$ cat src/rtl/ext_sram_pkg.sv
// Shared types and constants for the external SRAM bus controller.
// Holds the bus-cycle state encoding, access-size codes and wait counter width,
// plus the alignment rule used at request acceptance.
package ext_sram_pkg;

   // Bus cycle phases: address latch low (T1), address latch high (T2),
   // wait states (TW), strobe release / read sample (T3).
   typedef enum logic [2:0] {
      IDLE,
      T1,
      T2,
      TW,
      T3
   } state_e;

   localparam logic [1:0] SZ_BYTE = 2'd0;
   localparam logic [1:0] SZ_HALF = 2'd1;
   localparam logic [1:0] SZ_WORD = 2'd2;

   localparam int WAIT_W = 4;

   // Size code 3 behaves as a word, so any size with bit 1 set needs 4-byte
   // alignment. Bytes are always aligned.
   function automatic logic misaligned(input logic [1:0] size, input logic [1:0] a);
      return ((size == SZ_HALF) && a[0]) || (size[1] && (a != 2'b00));
   endfunction

endpackage

$ cat src/rtl/ext_sram_ctrl_if.sv
// Core-side memory request port of the external SRAM controller.
// Ports: valid/rw/size/addr/wdata from the requester; ready/rdata/done/err back.
// ready is high only while the controller is idle; there is no request queue.
interface ext_sram_ctrl_if #(
   parameter int ADDR_W = 32
);
   logic              valid;
   logic              ready;
   logic              rw;
   logic [1:0]        size;
   logic [ADDR_W-1:0] addr;
   logic [31:0]       wdata;
   logic [31:0]       rdata;
   logic              done;
   logic              err;

   modport master (
      output valid, rw, size, addr, wdata,
      input  ready, rdata, done, err
   );

   modport slave (
      input  valid, rw, size, addr, wdata,
      output ready, rdata, done, err
   );
endinterface

$ cat src/rtl/ext_sram_lane.sv
// Byte-lane steering for the 16-bit multiplexed bus (purely combinational).
// Ports: wdata_i/size_i/a0_i/hi_sel_i -> wr_dat_o, bl_o, bh_o;
//        din_i/size_i/a0_i -> rd_dat_o (zero-extended to 16 bits).
module ext_sram_lane
   import ext_sram_pkg::*;
(
   input  logic [31:0] wdata_i,
   input  logic [1:0]  size_i,
   input  logic        a0_i,
   input  logic        hi_sel_i,
   input  logic [15:0] din_i,
   output logic [15:0] wr_dat_o,
   output logic        bl_o,
   output logic        bh_o,
   output logic [15:0] rd_dat_o
);

   logic is_byte;
   assign is_byte = (size_i == SZ_BYTE);

   always_comb begin
      bl_o = !is_byte || !a0_i;
      bh_o = !is_byte ||  a0_i;

      // A byte is replicated on both halves so either lane carries it.
      if (is_byte) begin
         wr_dat_o = {wdata_i[7:0], wdata_i[7:0]};
      end else if (hi_sel_i) begin
         wr_dat_o = wdata_i[31:16];
      end else begin
         wr_dat_o = wdata_i[15:0];
      end

      if (!is_byte) begin
         rd_dat_o = din_i;
      end else if (a0_i) begin
         rd_dat_o = {8'h00, din_i[15:8]};
      end else begin
         rd_dat_o = {8'h00, din_i[7:0]};
      end
   end

endmodule

$ cat src/rtl/ext_sram_ctrl.sv
// Multiplexed 16-bit address/data SRAM bus controller with wait states and word splitting.
// Ports: clk/rst, core request port (req), SRAM bus din/dout/isout and strobes we/oe/ale0/ale1/ble/bhe.
// Latency: 3+WAIT_STATES cycles per transfer (+1 for done); ready drops while busy, no queueing.
module ext_sram_ctrl
   import ext_sram_pkg::*;
#(
   parameter int ADDR_W      = 32,
   parameter int WAIT_STATES = 1
) (
   input  logic                 clk,
   input  logic                 rst,
   ext_sram_ctrl_if.slave       req,
   input  logic [15:0]          din,
   output logic [15:0]          dout,
   output logic                 isout,
   output logic                 we,
   output logic                 oe,
   output logic                 ale0,
   output logic                 ale1,
   output logic                 ble,
   output logic                 bhe
);

   // TW is entered with the counter preloaded so that exactly WAIT_STATES
   // TW cycles elapse before T3.
   localparam logic [WAIT_W-1:0] WAIT_LD =
      (WAIT_STATES > 0) ? WAIT_W'(WAIT_STATES - 1) : '0;

   state_e              state_q;
   logic [WAIT_W-1:0]   wcnt_q;
   logic                half_q;     // second transfer of a word in progress
   logic [ADDR_W-1:0]   a_q;        // address of the current transfer
   logic                rw_q;
   logic [1:0]          size_q;
   logic [31:0]         wdata_q;
   logic [15:0]         lo_q;       // first half of a word read
   logic [31:0]         rdata_q;
   logic                done_q;
   logic                err_q;
   logic [15:0]         dout_q;
   logic                isout_q;
   logic                we_q;
   logic                oe_q;
   logic                ale0_q;
   logic                ale1_q;
   logic                ble_q;
   logic                bhe_q;

   logic                is_word;
   logic                req_mis;
   logic [14:0]         hi_addr;
   logic [15:0]         a_mid_d;    // A[16:1] of the second word transfer
   logic [15:0]         wr_dat;
   logic [15:0]         rd_dat;
   logic                bl;
   logic                bh;

   assign is_word = size_q[1];
   assign req_mis = misaligned(req.size, req.addr[1:0]);
   assign hi_addr = 15'(a_q >> 17);
   assign a_mid_d = a_q[16:1] + 16'd1;

   ext_sram_lane u_lane (
      .wdata_i  (wdata_q),
      .size_i   (size_q),
      .a0_i     (a_q[0]),
      .hi_sel_i (half_q),
      .din_i    (din),
      .wr_dat_o (wr_dat),
      .bl_o     (bl),
      .bh_o     (bh),
      .rd_dat_o (rd_dat)
   );

   always_ff @(posedge clk) begin
      if (rst) begin
         state_q <= IDLE;
         wcnt_q  <= '0;
         half_q  <= 1'b0;
         a_q     <= '0;
         rw_q    <= 1'b0;
         size_q  <= SZ_BYTE;
         wdata_q <= '0;
         lo_q    <= '0;
         rdata_q <= '0;
         done_q  <= 1'b0;
         err_q   <= 1'b0;
         dout_q  <= '0;
         isout_q <= 1'b0;
         we_q    <= 1'b0;
         oe_q    <= 1'b0;
         ale0_q  <= 1'b0;
         ale1_q  <= 1'b0;
         ble_q   <= 1'b0;
         bhe_q   <= 1'b0;
      end else begin
         done_q <= 1'b0;
         err_q  <= 1'b0;

         case (state_q)
            IDLE: begin
               if (req.valid) begin
                  a_q     <= req.addr;
                  rw_q    <= req.rw;
                  size_q  <= req.size;
                  wdata_q <= req.wdata;
                  if (req_mis) begin
                     // Rejected without touching the bus; stay idle.
                     done_q  <= 1'b1;
                     err_q   <= 1'b1;
                     rdata_q <= '0;
                  end else begin
                     state_q <= T1;
                     half_q  <= 1'b0;
                     ale0_q  <= 1'b1;
                     isout_q <= 1'b1;
                     dout_q  <= req.addr[16:1];
                  end
               end
            end

            T1: begin
               state_q <= T2;
               ale0_q  <= 1'b0;
               ale1_q  <= 1'b1;
               dout_q  <= {bl, hi_addr};
               we_q    <= rw_q;
               oe_q    <= !rw_q;
               ble_q   <= bl;
            end

            T2: begin
               ale1_q <= 1'b0;
               if (WAIT_STATES == 0) begin
                  state_q <= T3;
                  isout_q <= 1'b0;
                  we_q    <= 1'b0;
                  oe_q    <= 1'b0;
                  ble_q   <= 1'b0;
                  bhe_q   <= 1'b0;
                  dout_q  <= '0;
               end else begin
                  // Data phase: writes drive the steered lane data, reads
                  // release the bus to the SRAM.
                  state_q <= TW;
                  wcnt_q  <= WAIT_LD;
                  bhe_q   <= bh;
                  isout_q <= rw_q;
                  dout_q  <= rw_q ? wr_dat : 16'h0000;
               end
            end

            TW: begin
               if (wcnt_q != '0) begin
                  wcnt_q <= wcnt_q - WAIT_W'(1);
               end else begin
                  state_q <= T3;
                  isout_q <= 1'b0;
                  we_q    <= 1'b0;
                  oe_q    <= 1'b0;
                  ble_q   <= 1'b0;
                  bhe_q   <= 1'b0;
                  dout_q  <= '0;
               end
            end

            T3: begin
               // din is sampled here, on the edge leaving T3.
               if (is_word && !half_q) begin
                  lo_q    <= din;
                  half_q  <= 1'b1;
                  a_q     <= a_q + ADDR_W'(2);
                  state_q <= T1;
                  ale0_q  <= 1'b1;
                  isout_q <= 1'b1;
                  dout_q  <= a_mid_d;
               end else begin
                  state_q <= IDLE;
                  half_q  <= 1'b0;
                  done_q  <= 1'b1;
                  if (rw_q) begin
                     rdata_q <= '0;
                  end else if (is_word) begin
                     rdata_q <= {din, lo_q};
                  end else begin
                     rdata_q <= {16'h0000, rd_dat};
                  end
               end
            end

            default: state_q <= IDLE;
         endcase
      end
   end

   assign req.ready = (state_q == IDLE);
   assign req.rdata = rdata_q;
   assign req.done  = done_q;
   assign req.err   = err_q;

   assign dout  = dout_q;
   assign isout = isout_q;
   assign we    = we_q;
   assign oe    = oe_q;
   assign ale0  = ale0_q;
   assign ale1  = ale1_q;
   assign ble   = ble_q;
   assign bhe   = bhe_q;

endmodule

$ cat src/flat_wrapper.sv
// flat-port wrapper written by rule: the top's interface ports become plain ports
module ext_sram_ctrl_flat import ext_sram_pkg::*;
#(
   parameter int ADDR_W      = 32,
   parameter int WAIT_STATES = 1
)
  (clk, rst, din, dout, isout, we, oe, ale0, ale1, ble, bhe, req_valid, req_rw, req_size, req_addr, req_wdata, req_ready, req_rdata, req_done, req_err);
  ext_sram_ctrl_if #(.ADDR_W(ADDR_W)) req_i ();
  input  logic clk;
  input  logic rst;
  input  logic [15:0] din;
  output logic [15:0] dout;
  output logic isout;
  output logic we;
  output logic oe;
  output logic ale0;
  output logic ale1;
  output logic ble;
  output logic bhe;
  input wire logic [$bits(req_i.valid)-1:0] req_valid;
  input wire logic [$bits(req_i.rw)-1:0] req_rw;
  input wire logic [$bits(req_i.size)-1:0] req_size;
  input wire logic [$bits(req_i.addr)-1:0] req_addr;
  input wire logic [$bits(req_i.wdata)-1:0] req_wdata;
  output wire logic [$bits(req_i.ready)-1:0] req_ready;
  output wire logic [$bits(req_i.rdata)-1:0] req_rdata;
  output wire logic [$bits(req_i.done)-1:0] req_done;
  output wire logic [$bits(req_i.err)-1:0] req_err;
  assign req_i.valid = req_valid;
  assign req_i.rw = req_rw;
  assign req_i.size = req_size;
  assign req_i.addr = req_addr;
  assign req_i.wdata = req_wdata;
  assign req_ready = req_i.ready;
  assign req_rdata = req_i.rdata;
  assign req_done = req_i.done;
  assign req_err = req_i.err;
  ext_sram_ctrl #(.ADDR_W(ADDR_W), .WAIT_STATES(WAIT_STATES)) u_core (.clk(clk), .rst(rst), .req(req_i), .din(din), .dout(dout), .isout(isout), .we(we), .oe(oe), .ale0(ale0), .ale1(ale1), .ble(ble), .bhe(bhe));
endmodule
$ cat config.mk
export PLATFORM = sky130hd
export DESIGN_NAME = ext_sram_ctrl_flat
export DESIGN_NICKNAME = d
export VERILOG_FILES = /design/src/rtl/ext_sram_pkg.sv /design/src/rtl/ext_sram_ctrl_if.sv /design/src/rtl/ext_sram_lane.sv /design/src/rtl/ext_sram_ctrl.sv /design/src/flat_wrapper.sv
export SDC_FILE = /design/constraint.sdc
export NUM_CORES = 1
export LEC_CHECK = 0
export BUFFER_PORTS_ARGS = -buffer_cell sky130_fd_sc_hd__buf_2
export CAP_MARGIN = 15
export CORE_ASPECT_RATIO = 0.75
export CORE_MARGIN = 4
export CORE_UTILIZATION = 45
export CTS_CLUSTER_DIAMETER = 120
export DETAILED_ROUTE_END_ITERATION = 8
export GPL_TIMING_DRIVEN = 0
export PLACE_DENSITY = 0.77
export SETUP_SLACK_MARGIN = 0.05
export SLEW_MARGIN = 5
export SYNTH_ARGS = -nofsm -noshare
export SYNTH_HDL_FRONTEND = slang
export SYNTH_SLANG_ARGS = --single-unit
$ cat constraint.sdc
create_clock -name clk -period 2.55 [get_ports clk]
set_clock_uncertainty 0.15 [all_clocks]
set_input_delay 0 -clock clk [delete_from_list [all_inputs] [get_ports clk]]
set_output_delay 0 -clock clk [all_outputs]
set_load 0.02 [all_outputs]
== Word-level counts from Yosys, hierarchy flattened ==
Cells that the tools add are included.

* Word-level logic and storage cells: 114
* Register bits after elaboration: 148

* Add/sub/neg operators: 3
* Eq/ne operators: 12
* Multiplexer cells: 45
* Bitwise gates (word level): 1
* Reductions and logical operators: 34

{| class="wikitable"
|+ Operators with widths
! operator !! count
|-
| 32-bit 2-to-1 mux || 7
|-
| 16-bit 2-to-1 mux || 8
|-
| 32-bit one-hot mux with 2 select lines || 2
|-
| 16-bit one-hot mux with 5 select lines || 1
|-
| 32-bit by 2-bit adder with 32-bit output (second input constant) || 1
|-
| 16-bit by 1-bit adder with 16-bit output (second input constant) || 1
|-
| 3-bit one-hot mux with 5 select lines || 1
|-
| 1-bit one-hot mux with 2 select lines || 7
|-
| 1-bit 2-to-1 mux || 11
|-
| 2-bit AND reduction || 5
|-
| 5-bit AND reduction || 2
|-
| 2-bit nonzero test || 5
|-
| 3-bit 2-to-1 mux || 3
|-
| 3-bit AND reduction || 3
|-
| 8-bit 2-to-1 mux || 1
|-
| 2-bit != test (second input constant) || 4
|-
| 4-bit one-hot mux with 2 select lines || 1
|-
| 4-bit AND reduction || 2
|-
| 4-bit nonzero test || 2
|-
| 3-bit by 2-bit equality test with 1-bit output (second input constant) || 2
|-
| 2-bit by 1-bit != test with 1-bit output (second input constant) || 3
|-
| 5-bit nonzero test || 1
|-
| 1-bit zero test || 4
|-
| 4-bit 2-to-1 mux || 1
|-
| other kinds (13) || 17
|}

== Longest topological paths before layout ==
Gate-level depths: netlist of the first run.

* Word-level depth: 6
* Mapped depth: 9
* Gate-level depth less buffers: 7

== By module ==
Synthesis of the first run repeated with hierarchy kept, for this count alone.

* Cell total of the unflattened synthesis: 960
* Area total of the unflattened synthesis: 7,509.7 um^2

{| class="wikitable"
|+ Modules (own cells, without submodules)
! module !! sequential area each (um^2) !! area an instance (um^2) !! times used !! cells each
|-
| ext_sram_ctrl || 2,962.8 || 7,039.3 || 1 || 902
|-
| ext_sram_lane || 0.0 || 470.5 || 1 || 58
|}

== Worst setup path after synthesis of the first run ==
OpenSTA, ideal clock, no wires.

* Kind: reg2reg
* Start: register u_core.a_q[1]
* End: register u_core.a_q[17]
* Library setup time: 0.070 ns
* Stages on the path, launching flop included: 7
* Arrival time: 1.911 ns
* Data required time: 2.330 ns
* Slack: 0.419 ns
* Cells stage by stage: dfxtp_1 -> ha_1 -> nand4_1 -> nor4_2 -> a211oi_1 -> or3_1 -> a21oi_1

* Longest elaborated chain between the ends: 3

{| class="wikitable"
|+ Ends and longest elaborated chain
! what !! line !! RTL
|-
| start: declaration || ext_sram_ctrl.sv:32 || <nowiki>logic [ADDR_W-1:0] a_q;</nowiki>
|-
| start signal: assignment || ext_sram_ctrl.sv:103 || <nowiki>a_q <= req.addr;</nowiki>
|-
| start signal: assignment || ext_sram_ctrl.sv:172 || <nowiki>a_q <= a_q + ADDR_W'(2);</nowiki>
|-
| 32-bit by 2-bit adder with 32-bit output || ext_sram_ctrl.sv:172 ||
|-
| 32-bit 2-to-1 mux || ext_sram_ctrl.sv:169 || <nowiki>if (is_word && !half_q) begin</nowiki>
|-
| 32-bit one-hot mux with 2 select lines || ext_sram_ctrl.sv:100 || <nowiki>case (state_q)</nowiki>
|}

No other way between the ends. The select of a mux whose other input is x is not followed.
A chain may end at the register's enable or synchronous reset.

== Worst setup path after layout of the first run ==
* Start: register u_core.a_q[12]
* End: register u_core.a_q[25]

Same word-level chain as after synthesis.

==> results.yml, run 1 <==
route:
  firstDrtPassIters: 9
  detail_route.iter0.violations: 1194
  wl_mm: 28.9
  dr_total_vias: 8527
  avgRoutedWirePerCell_um: 20.5
  drtAntennaViolNets: 0
  drc_errors: 1
  via_per_inst: 6.03
clocking:
  numCtsBuffers: 17
  max-clock-path-buffers: 2
  cts.clk_slew.worst_paths_ps: 70
  root_buffer: "clkbuf_16"
  tritoncts: "done"
  clk_latency_ps: 430
  numClockSinks: 148
  cts.htree.levels: 4
synthesis:
  synth-edff-count: 0
  ys_types: 71
  yosys_warnings: 0
  synthArstFlopShare: 0
  ys_ff_latch: 148
  synth.avg_cell_area_sq_um: 7.96
  netlist_area_sq_um: 7510
  synth_seq_area_share: 0.394
  synth_cells: 944
  syn_nets: 1033
  synth-main-ff-cell: "dfxtp_1"
flow_run:
  maxCapViolations: 0
global_routing:
  grt_pass1_wl_mm: 44.5
  grt_max_degree: 17
  antenna_found_initial: 0
  overflow: 0
  grt_usage: 0.303
  grt_pass1_vias: 7986
setup_path:
  cp-end-kind: "flop"
  path_cells: "clkbuf_1, nand4_1, clkbuf_1, nor3_1, nand3_1, mux2i_1, o22ai_1"
  cpMostUsedCell: "clkbuf_1"
  crit_required_ps: 2670
  max_stage_delay_ps: 520
  slowest_stage: "nor3_1"
  crit_family: "simple AND/OR/NAND/NOR gates"
  crit_arrival_ps: 2600
  worst-path-buf-inv: 2
  critPathKind: "flop to flop"
  worst_setup_path_start_kind: "flop"
  crit_fanout: 10
power:
  combPwrFrac: 0.245
  total_power_mw: 6.79
  clkPwrFrac: 0.360
  vdd_drop_max_uv: 557
  p_leak_nw: 3.92
  powerDensity_nw_per_um2: 677
  switchingPower_mw: 2.26
  seqPwrFrac: 0.395
  switching_share: 0.334
  internal_power_mw: 4.52
timing:
  slew_violations: 0
  setup_ws_ps: 62.9
  finalHoldViolations: 0
  period_minus_slack_ps: 2490
  fmax_ghz: 0.402
  tightestPinTransition_ps: 951
  grt_setup_unrepaired: "true"
  relSlewSlack: 0.362
  finalCritPeriodShare: 0.975
  setup_viol: 0
  whs_ps: 70.2
die:
  die_w_um: 157
  die_h_um: 120
  core-area_sq_um: 16200
  placementRows: 40
  initial_core_util: 0.463
  pin_count: 144
  dieArea_sq_um: 18800
hold_path:
  hold_path_class: "input pin to flop"
layout:
  drive_above_1_share: 0.221
  areaGrowthSynthToFinish_pct: 33.5
  nets: 1281
  antenna_cells: 0
place:
  hpwl_mm: 19.7
  place_ws_ps: -236
  place_congestion: 1.02
  port_buffers: 143
status:
  status: "complete, but fails checks"
  violations: "design-rule violations"
==> sequential cells by signal (all words and copies together) (netlist names) <==
register          count
u_core.a_q           32
u_core.ale0           1
u_core.ale1           1
u_core.bhe            1
u_core.ble            1
u_core.dout          16
u_core.half_q         1
u_core.isout          1
u_core.lo_q          16
u_core.oe             1
u_core.req.done       1
u_core.req.err        1
u_core.req.rdata     32
u_core.rw_q           1
u_core.size_q         2
u_core.state_q        3
u_core.wcnt_q         4
u_core.wdata_q       32
u_core.we             1
==> placed cells by master (no fill, tap or decap), types with 7 or more instances in the layout <==
master and instances:
xnor2_1 9, a31oi_1 8, a21o_1 12, dfxtp_1 148
and2_1 8, clkbuf_2 13, a22oi_2 10, a21oi_1 94
nor2_1 78, mux2i_1 31, o22ai_1 9, nand4_1 14
nor3_1 18, nand3_1 22, clkbuf_16 17, o211ai_1 7
buf_2 162, a22oi_1 29, nand2_1 168, dlygate4sd3_1 84
o21ai_0 34, a211oi_1 16, a311oi_1 10, a221oi_1 7
clkbuf_1 40, o31ai_1 11, mux2_2 8, nand2b_1 15
nor2_2 12
==> power groups by stage <==
stage | combinational (mW) | sequential, mW | clock, mW
after floorplan | 0.858 | 2.76 | 0
after global routing | 1.78 | 2.69 | 2.54
after detailed placement | 1.45 | 2.72 | 0
after CTS | 1.56 | 2.67 | 2.45
after global placement | 1.43 | 2.71 | 0
final | 1.66 | 2.68 | 2.44
==> per-stage QoR <==
step / instance area [sq um] / std cells / utilization / TNS [ps]
2_1_floorplan: 7510 / 944 / - / 0
3_3_place_gp: 8490 / 1297 / 0.524 / -1740
3_5_place_dp: 8490 / 1297 / 0.524 / -2240
4_1_cts: 9930 / 1413 / 0.612 / 0
5_1_grt: 10000 / 1415 / 0.618 / -146
6_report: 10000 / 1415 / 0.618 / 0
==> Yosys cell counts, types with 11 or more instances <==
library cell  count  area (sq um)
o31ai_1          11          82.6
nand2b_1         15          93.8
nor2_2           11          68.8
a21o_1           12          90.1
clkbuf_1         49           184
buf_2            20           100
mux2i_1          31           310
nand3_1          22           110
a21oi_1          94           470
a22oi_1          29           218
nand2_1         170           638
dfxtp_1         148          2960
nand4_1          14          87.6
nor2_1           79           297
nor3_1           21           105
a211oi_1         18           135
o21ai_0          34           170
==> area by class of cell <==
cell class / instances / area (sq um)
Clock inverter: 10 / 100
Inverter: 7 / 26.3
Clock buffer: 22 / 464
Buffer: 77 / 368
Tap cell: 210 / 263
Sequential cell: 148 / 2960
Fill cell: 1384 / 6190
Timing Repair Buffer: 230 / 1580
Multi-Input combinational cell: 711 / 4260
==> what timing repair did <==
item,in CTS,in global routing
setup endpoints to repair,23,96
hold endpoints to repair,133,0
gates resized for setup,7,34
hold buffers,84,0
pin swaps,0,3
setup buffers,0,3
==> worst paths after layout <==
check	start	endpoint	slack, ps	depth (start not counted)
setup / recovery	u_core.a_q[12]	u_core.a_q[25]	60	7
hold / removal	rst	u_core.wcnt_q[1]	70	3
setup reg to reg	u_core.a_q[12]	u_core.a_q[25]	60	7
hold reg to reg	u_core.dout[2]	u_core.dout[2]	300	2
==> per-layer routing <==
metal	routed length (um)	global-route usage	vias to the layer above	share of wire
met4	847	0.0951	0	0.029
met2	12100	0.435	613	0.42
met1	12100	0.435	3942	0.42
li1	-	-	3883	-
met5	0	0	-	0
met3	3870	0.0916	89	0.13
==> logic make-up after synthesis <==
family / share of synthesized area
xor+xnor: 0.0152
simple gates: 0.239
fa+ha+maj: 0.00500
compound gates: 0.243
mux: 0.0533
flops: 0.394
buf+inv: 0.0501
==> worst register-to-register path, stage by stage (launching register included) <==
cell and delay (ps):
dfxtp_1 310, clkbuf_1 340, nand4_1 250, clkbuf_1 300, nor3_1 520, nand3_1 160, mux2i_1 190, o22ai_1 110
Power figures use the tool's default switching activity.
==> run 2, diff against run 1 <==
--- a/config.mk
+++ b/config.mk
@@ -5,12 +5,11 @@
 export SDC_FILE = /design/constraint.sdc
 export NUM_CORES = 1
 export LEC_CHECK = 0
+export ABC_CLOCK_PERIOD_IN_PS = 2550
 export BUFFER_PORTS_ARGS = -buffer_cell sky130_fd_sc_hd__buf_2
 export CAP_MARGIN = 15
-export CORE_ASPECT_RATIO = 0.75
 export CORE_MARGIN = 4
 export CORE_UTILIZATION = 45
-export CTS_CLUSTER_DIAMETER = 120
 export DETAILED_ROUTE_END_ITERATION = 8
 export GPL_TIMING_DRIVEN = 0
 export PLACE_DENSITY = 0.77
==> run 2 against run 1 <==
  * Register-to-register slack better by 20 ps
  * Worst setup slack improved by 17 ps
  * Global-route usage down 1.7 points
  * Final cell count grew 0.71%
  * Worst hold slack improved by 130 ps
  * Sequential share of layout area barely moved
  * First-iteration DRC count down 17%
  * Combinational power fell by 5%
  * Count of clock-buffer cells in the layout shrank 5
  * Fmax grew 0.68%
  * Routed wire length fell by 6.5%
  * Highest routed layer unchanged
  * Non-clock buffer count increased by 4
  * The flow now finishes without violations
==> results.yml, run 2 (synthesized netlist as in run 1, its figures left out) <==
setup_path:
  crit_arrival_ps: 2690
  crit_required_ps: 2770
  crit_fanout: 7
  critPathKind: "flop to flop"
  cp-end-kind: "flop"
  worst_setup_path_start_kind: "flop"
route:
  firstDrtPassIters: 8
  drc_errors: 0
  wl_mm: 27.1
  avgRoutedWirePerCell_um: 19.0
  via_per_inst: 5.78
  detail_route.iter0.violations: 995
  dr_total_vias: 8242
  drtAntennaViolNets: 0
power:
  switchingPower_mw: 2.37
  combPwrFrac: 0.231
  seqPwrFrac: 0.395
  p_leak_nw: 3.94
  clkPwrFrac: 0.374
  total_power_mw: 6.81
  internal_power_mw: 4.43
  powerDensity_nw_per_um2: 678
  vdd_drop_max_uv: 505
  switching_share: 0.348
layout:
  drive_above_1_share: 0.213
  antenna_cells: 0
  final_common_cell: "nand2_1"
  areaGrowthSynthToFinish_pct: 33.7
  final_cell_mix: "nand2_1, buf_2, dfxtp_1"
  nets: 1285
die:
  die_h_um: 137
  initial_core_util: 0.466
  placementRows: 46
  dieArea_sq_um: 18800
  die_w_um: 137
  core-area_sq_um: 16100
  pin_count: 144
timing:
  finalHoldViolations: 0
  tightestPinTransition_ps: 970
  setup_tns_ps: 0
  relSlewSlack: 0.348
  period_minus_slack_ps: 2470
  grt_setup_unrepaired: "true"
  setup_viol: 0
  finalCritPeriodShare: 0.969
  slew_violations: 0
  whs_ps: 199
  fmax_ghz: 0.405
global_routing:
  antenna_found_initial: 0
  grt_pass1_wl_mm: 41.8
  overflow: 0
  grt_pass1_vias: 7991
  grt_max_degree: 19
  grt_usage: 0.286
clocking:
  cts.clk_slew.worst_paths_ps: 70
  root_buffer: "clkbuf_16"
  numCtsBuffers: 17
  cts.htree.levels: 4
  clk_latency_ps: 440
  numClockSinks: 148
  max-clock-path-buffers: 2
  tritoncts: "done"
place:
  place_congestion: 0.974
  port_buffers: 143
  hpwl_mm: 19.1
flow_run:
  maxCapViolations: 0
hold_path:
  hold_path_class: "input pin to flop"
status:
  status: "complete, no violations"
## run 2: cell types whose count changed in the layout (fill, tap and decap cells not counted), moves of 3 or more
cell | previous run | this run
clkbuf_1 | 40 | 46
clkbuf_2 | 13 | 5
clkinv_8 | 0 | 4
inv_8 | 0 | 5
clkinvlp_4 | 4 | 1
## run 2: layout make-up
class	instances	area (sq um)
Tap cell	216	270
Buffer	78	359
Sequential cell	148	2960
Clock buffer	17	425
Fill cell	1362	6080
Multi-Input combinational cell	711	4200
Timing Repair Buffer	233	1610
Clock inverter	15	180
Inverter	7	26.3
## run 2: routing by layer
layer | global-route usage | routed length, um | vias up
met5 | 0 | 0 | -
li1 | - | - | 3891
met1 | 0.370 | 10900 | 3817
met3 | 0.0636 | 2770 | 65
met2 | 0.473 | 12700 | 469
met4 | 0.0942 | 665 | 0
## run 2: metrics by stage
stage	cells	instance area [sq um]	setup WS, ps	utilization
6_report	1425	10000	79.8	0.623
5_1_grt	1425	10000	11.1	0.623
4_1_cts	1421	9970	74.2	0.619
3_5_place_dp	1304	8500	-11.8	0.528
3_3_place_gp	1303	8500	-15.8	0.527
2_1_floorplan	944	7510	419	-
## run 2: final timing paths
check	slack [ps]	to	cells after the start	from
worst min-delay path	200	u_core.wdata_q[13]	4	req_wdata[13]
worst max register to register	80	u_core.a_q[17]	6	u_core.a_q[1]
worst min register to register	310	u_core.lo_q[12]	2	u_core.lo_q[12]
worst max-delay path	80	u_core.a_q[17]	6	u_core.a_q[1]
## run 2: timing repair
action / 4_1_cts / 5_1_grt
endpoints found under the hold margin: 133 / 0
hold buffers: 85 / 0
pin swaps: 0 / 3
resized for setup: 4 / 10
setup buffers: 0 / 4
setup endpoints to repair: 18 / 68
## run 2: critical path, stage by stage (launching register included)
cell and delay [ps]:
dfxtp_1 500, ha_1 360, nand4_1 370, nor4_4 410, a211oi_1 150, or3_1 350, a21oi_1 110
## run 2: power by group through the flow
stage | combinational, mW | clock, mW | sequential, mW
4_1_cts | 1.53 | 2.56 | 2.67
3_3_place_gp | 1.40 | 0 | 2.72
2_1_floorplan | 0.858 | 0 | 2.76
3_5_place_dp | 1.42 | 0 | 2.73
6_report | 1.57 | 2.55 | 2.69
5_1_grt | 1.69 | 2.65 | 2.70
==> run 3, diff against run 2 <==
--- a/config.mk
+++ b/config.mk
@@ -17,4 +17,5 @@
 export SLEW_MARGIN = 5
 export SYNTH_ARGS = -nofsm -noshare
 export SYNTH_HDL_FRONTEND = slang
+export SYNTH_HIERARCHICAL = 1
 export SYNTH_SLANG_ARGS = --single-unit
==> run 3 against run 2 <==
  * Area after synthesis hardly changed
  * Sequential cell count unchanged
  * Register-to-register slack gained 40 ps
  * Sequential share of layout area grew 0.17 points
  * Routed wire length rose by 2.9%
  * Critical path depth rose by 1
  * Final area down 0.57%
  * Critical path type unchanged
  * Critical endpoint is now u_core/a_q[6]
  * Largest power group unchanged
  * Highest routed layer unchanged
==> results.yml, run 3 <==
status:
  status: "complete, no violations"
layout:
  antenna_cells: 0
  nets: 1291
  areaGrowthSynthToFinish_pct: 32.9
  drive_above_1_share: 0.207
  final_common_cell: "nand2_1"
  regArea_sq_um: 2960
  fillers: 1392
  final_core_util: 0.619
  layoutNonFillerInstCount: 1429
  multiInputGateArea_sq_um: 4230
  final_cell_mix: "nand2_1, buf_2, dfxtp_1"
timing:
  finalCritPeriodShare: 0.954
  setup_viol: 0
  relSlewSlack: 0.428
  fmax_ghz: 0.411
  tightestPinTransition_ps: 857
  period_minus_slack_ps: 2430
  finalHoldViolations: 0
  slew_violations: 0
  setup_ws_ps: 118
  grt_setup_unrepaired: "true"
synthesis:
  synth-edff-count: 0
  ys_types: 70
  synth.most_common_cell: "nand2_1"
  ys_top_cells_by_count: "nand2_1, dfxtp_1, a21oi_1, clkbuf_1, nand3_1"
  ys_ff_latch: 148
  synth.avg_cell_area_sq_um: 7.82
  syn_nets: 1049
  netlist_area_sq_um: 7510
  yosys-top-cells-area: "dfxtp_1, nand2_1, a21oi_1, mux2_2, nand3_1"
  synth_cells: 960
  yosys_warnings: 6
  synthArstFlopShare: 0
  synth-main-ff-cell: "dfxtp_1"
  synth_top_area_share: 0.395
  synth_seq_area_share: 0.395
  synth_largest_area_cell: "dfxtp_1"
die:
  pin_count: 144
  die_h_um: 137
  initial_core_util: 0.466
  core-area_sq_um: 16100
  die_w_um: 137
  dieArea_sq_um: 18800
  placementRows: 46
setup_path:
  cp-end-kind: "flop"
  crit_required_ps: 2670
  r2r_cells: 7
  crit_fanout: 10
  critPathKind: "flop to flop"
  cp-startpoint: "u_core/state_q[1]"
  r2r_start: "u_core/state_q[1]"
  worst_setup_path_start_kind: "flop"
  crit_arrival_ps: 2550
route:
  detail_route.iter0.violations: 1362
  avgRoutedWirePerCell_um: 19.5
  via_per_inst: 5.93
  dr_total_vias: 8480
  drc_errors: 0
  firstDrtPassIters: 8
  drtAntennaViolNets: 0
  wl_mm: 27.9
power:
  powerDensity_nw_per_um2: 623
  vdd_drop_max_uv: 509
  p_leak_nw: 3.84
place:
  hpwl_mm: 19.2
  place_ws_ps: -275
  place_congestion: 1.00
  port_buffers: 142
  placedCellCount: 1318
flow_run:
  maxCapViolations: 0
global_routing:
  antenna_found_initial: 0
  grt_pass1_wl_mm: 42.8
  overflow: 0
  grt_pass1_vias: 8246
  grt_usage: 0.293
  grt_max_degree: 17
clocking:
  root_buffer: "clkbuf_16"
  numCtsBuffers: 17
  max-clock-path-buffers: 2
  post_cts_buffers: 0
  cts.clk_slew.worst_paths_ps: 60
  cts.htree.levels: 4
  tritoncts: "done"
  clk_latency_ps: 420
  numClockSinks: 148
hold_path:
  hold_depth: 4
  hold_path_class: "input pin to flop"
  min_from: "req_valid"
[run 3: cell types whose count changed after synthesis, sizes merged, moves of 11 or more]
cell    before  now
nor2        90   49
a21oi       95  125
a222oi       0   11
nand3       22   52
mux2i       31   16
mux2         8   32
a22oi       39    7
clkbuf      50   63
[run 3: where the power goes]
part           leakage, nW  switching [mW]  total, mW  internal [mW]
Sequential            1.21           0.125       2.58           2.45
Combinational         2.35           0.708       1.18          0.468
Clock                0.279           0.965       2.46           1.50
Total                 3.84            1.80       6.21           4.42
[run 3: cell families (layout without fill, tap and decap cells)]
| kind of cell | count (synthesis) | after routing | share of synthesized area |
|---|---|---|---|
| and+or+nand+nor | 388 | 388 | 0.246 |
| AOI/OAI and AO/OA | 268 | 268 | 0.224 |
| DFF | 148 | 148 | 0.395 |
| buffers and inverters | 96 | 349 | 0.0511 |
| muxes | 48 | 48 | 0.0693 |
| xor gates and xnor gates | 8 | 8 | 0.00933 |
| adders and majority gates | 4 | 4 | 0.00633 |
[run 3: stage by stage]
step	total power [mW]	hold WS, ps	instance area, sq um	setup TNS, ps
finish	6.21	23.7	9980	0
global route	6.42	21.0	9980	0
CTS	6.17	0.565	9930	0
detailed placement	3.63	99.1	8490	-4920
global placement	3.62	97.0	8490	-5740
floorplan	3.24	-14.0	7510	0
[run 3: layout make-up]
class / instances / share of cell area
clock inverter: 10 / 0.0108
multi-input combinational: 716 / 0.423
timing repair buffer: 226 / 0.155
inverter: 15 / 0.00564
clock buffer: 20 / 0.0468
sequential: 148 / 0.297
buffer: 78 / 0.0341
tap: 216 / 0.0271
[run 3: worst max-delay path: stages (launching register included)]
cell and delay (ps):
dfxtp_1 290, buf_2 160, or3b_1 460, clkbuf_2 300, clkbuf_2 310, a22oi_1 260
a2bb2oi_1 260, nor2_1 70
[run 3: path summary, 6_finish.rpt]
| path | endpoint | slack [ps] |
|---|---|---|
| min | u_core/ale0 | 20 |
| max reg2reg | u_core/a_q[6] | 120 |
| min reg2reg | u_core/req.rdata[12] | 300 |
| max | u_core/a_q[6] | 120 |
[run 3: metal layers]
layer | up-vias | share of wire | global-route usage
li1 | 3945 | - | -
met1 | 3891 | 0.38 | 0.371
met2 | 543 | 0.46 | 0.472
met3 | 101 | 0.11 | 0.0676
met4 | 0 | 0.043 | 0.140
met5 | - | 0 | 0
[run 3: repair_timing]
| action | in CTS | in global routing |
|---|---|---|
| endpoints found under the hold margin | 112 | 0 |
| hold buffers | 84 | 0 |
| gates resized for setup | 11 | 30 |
| endpoints found under the setup margin | 50 | 87 |
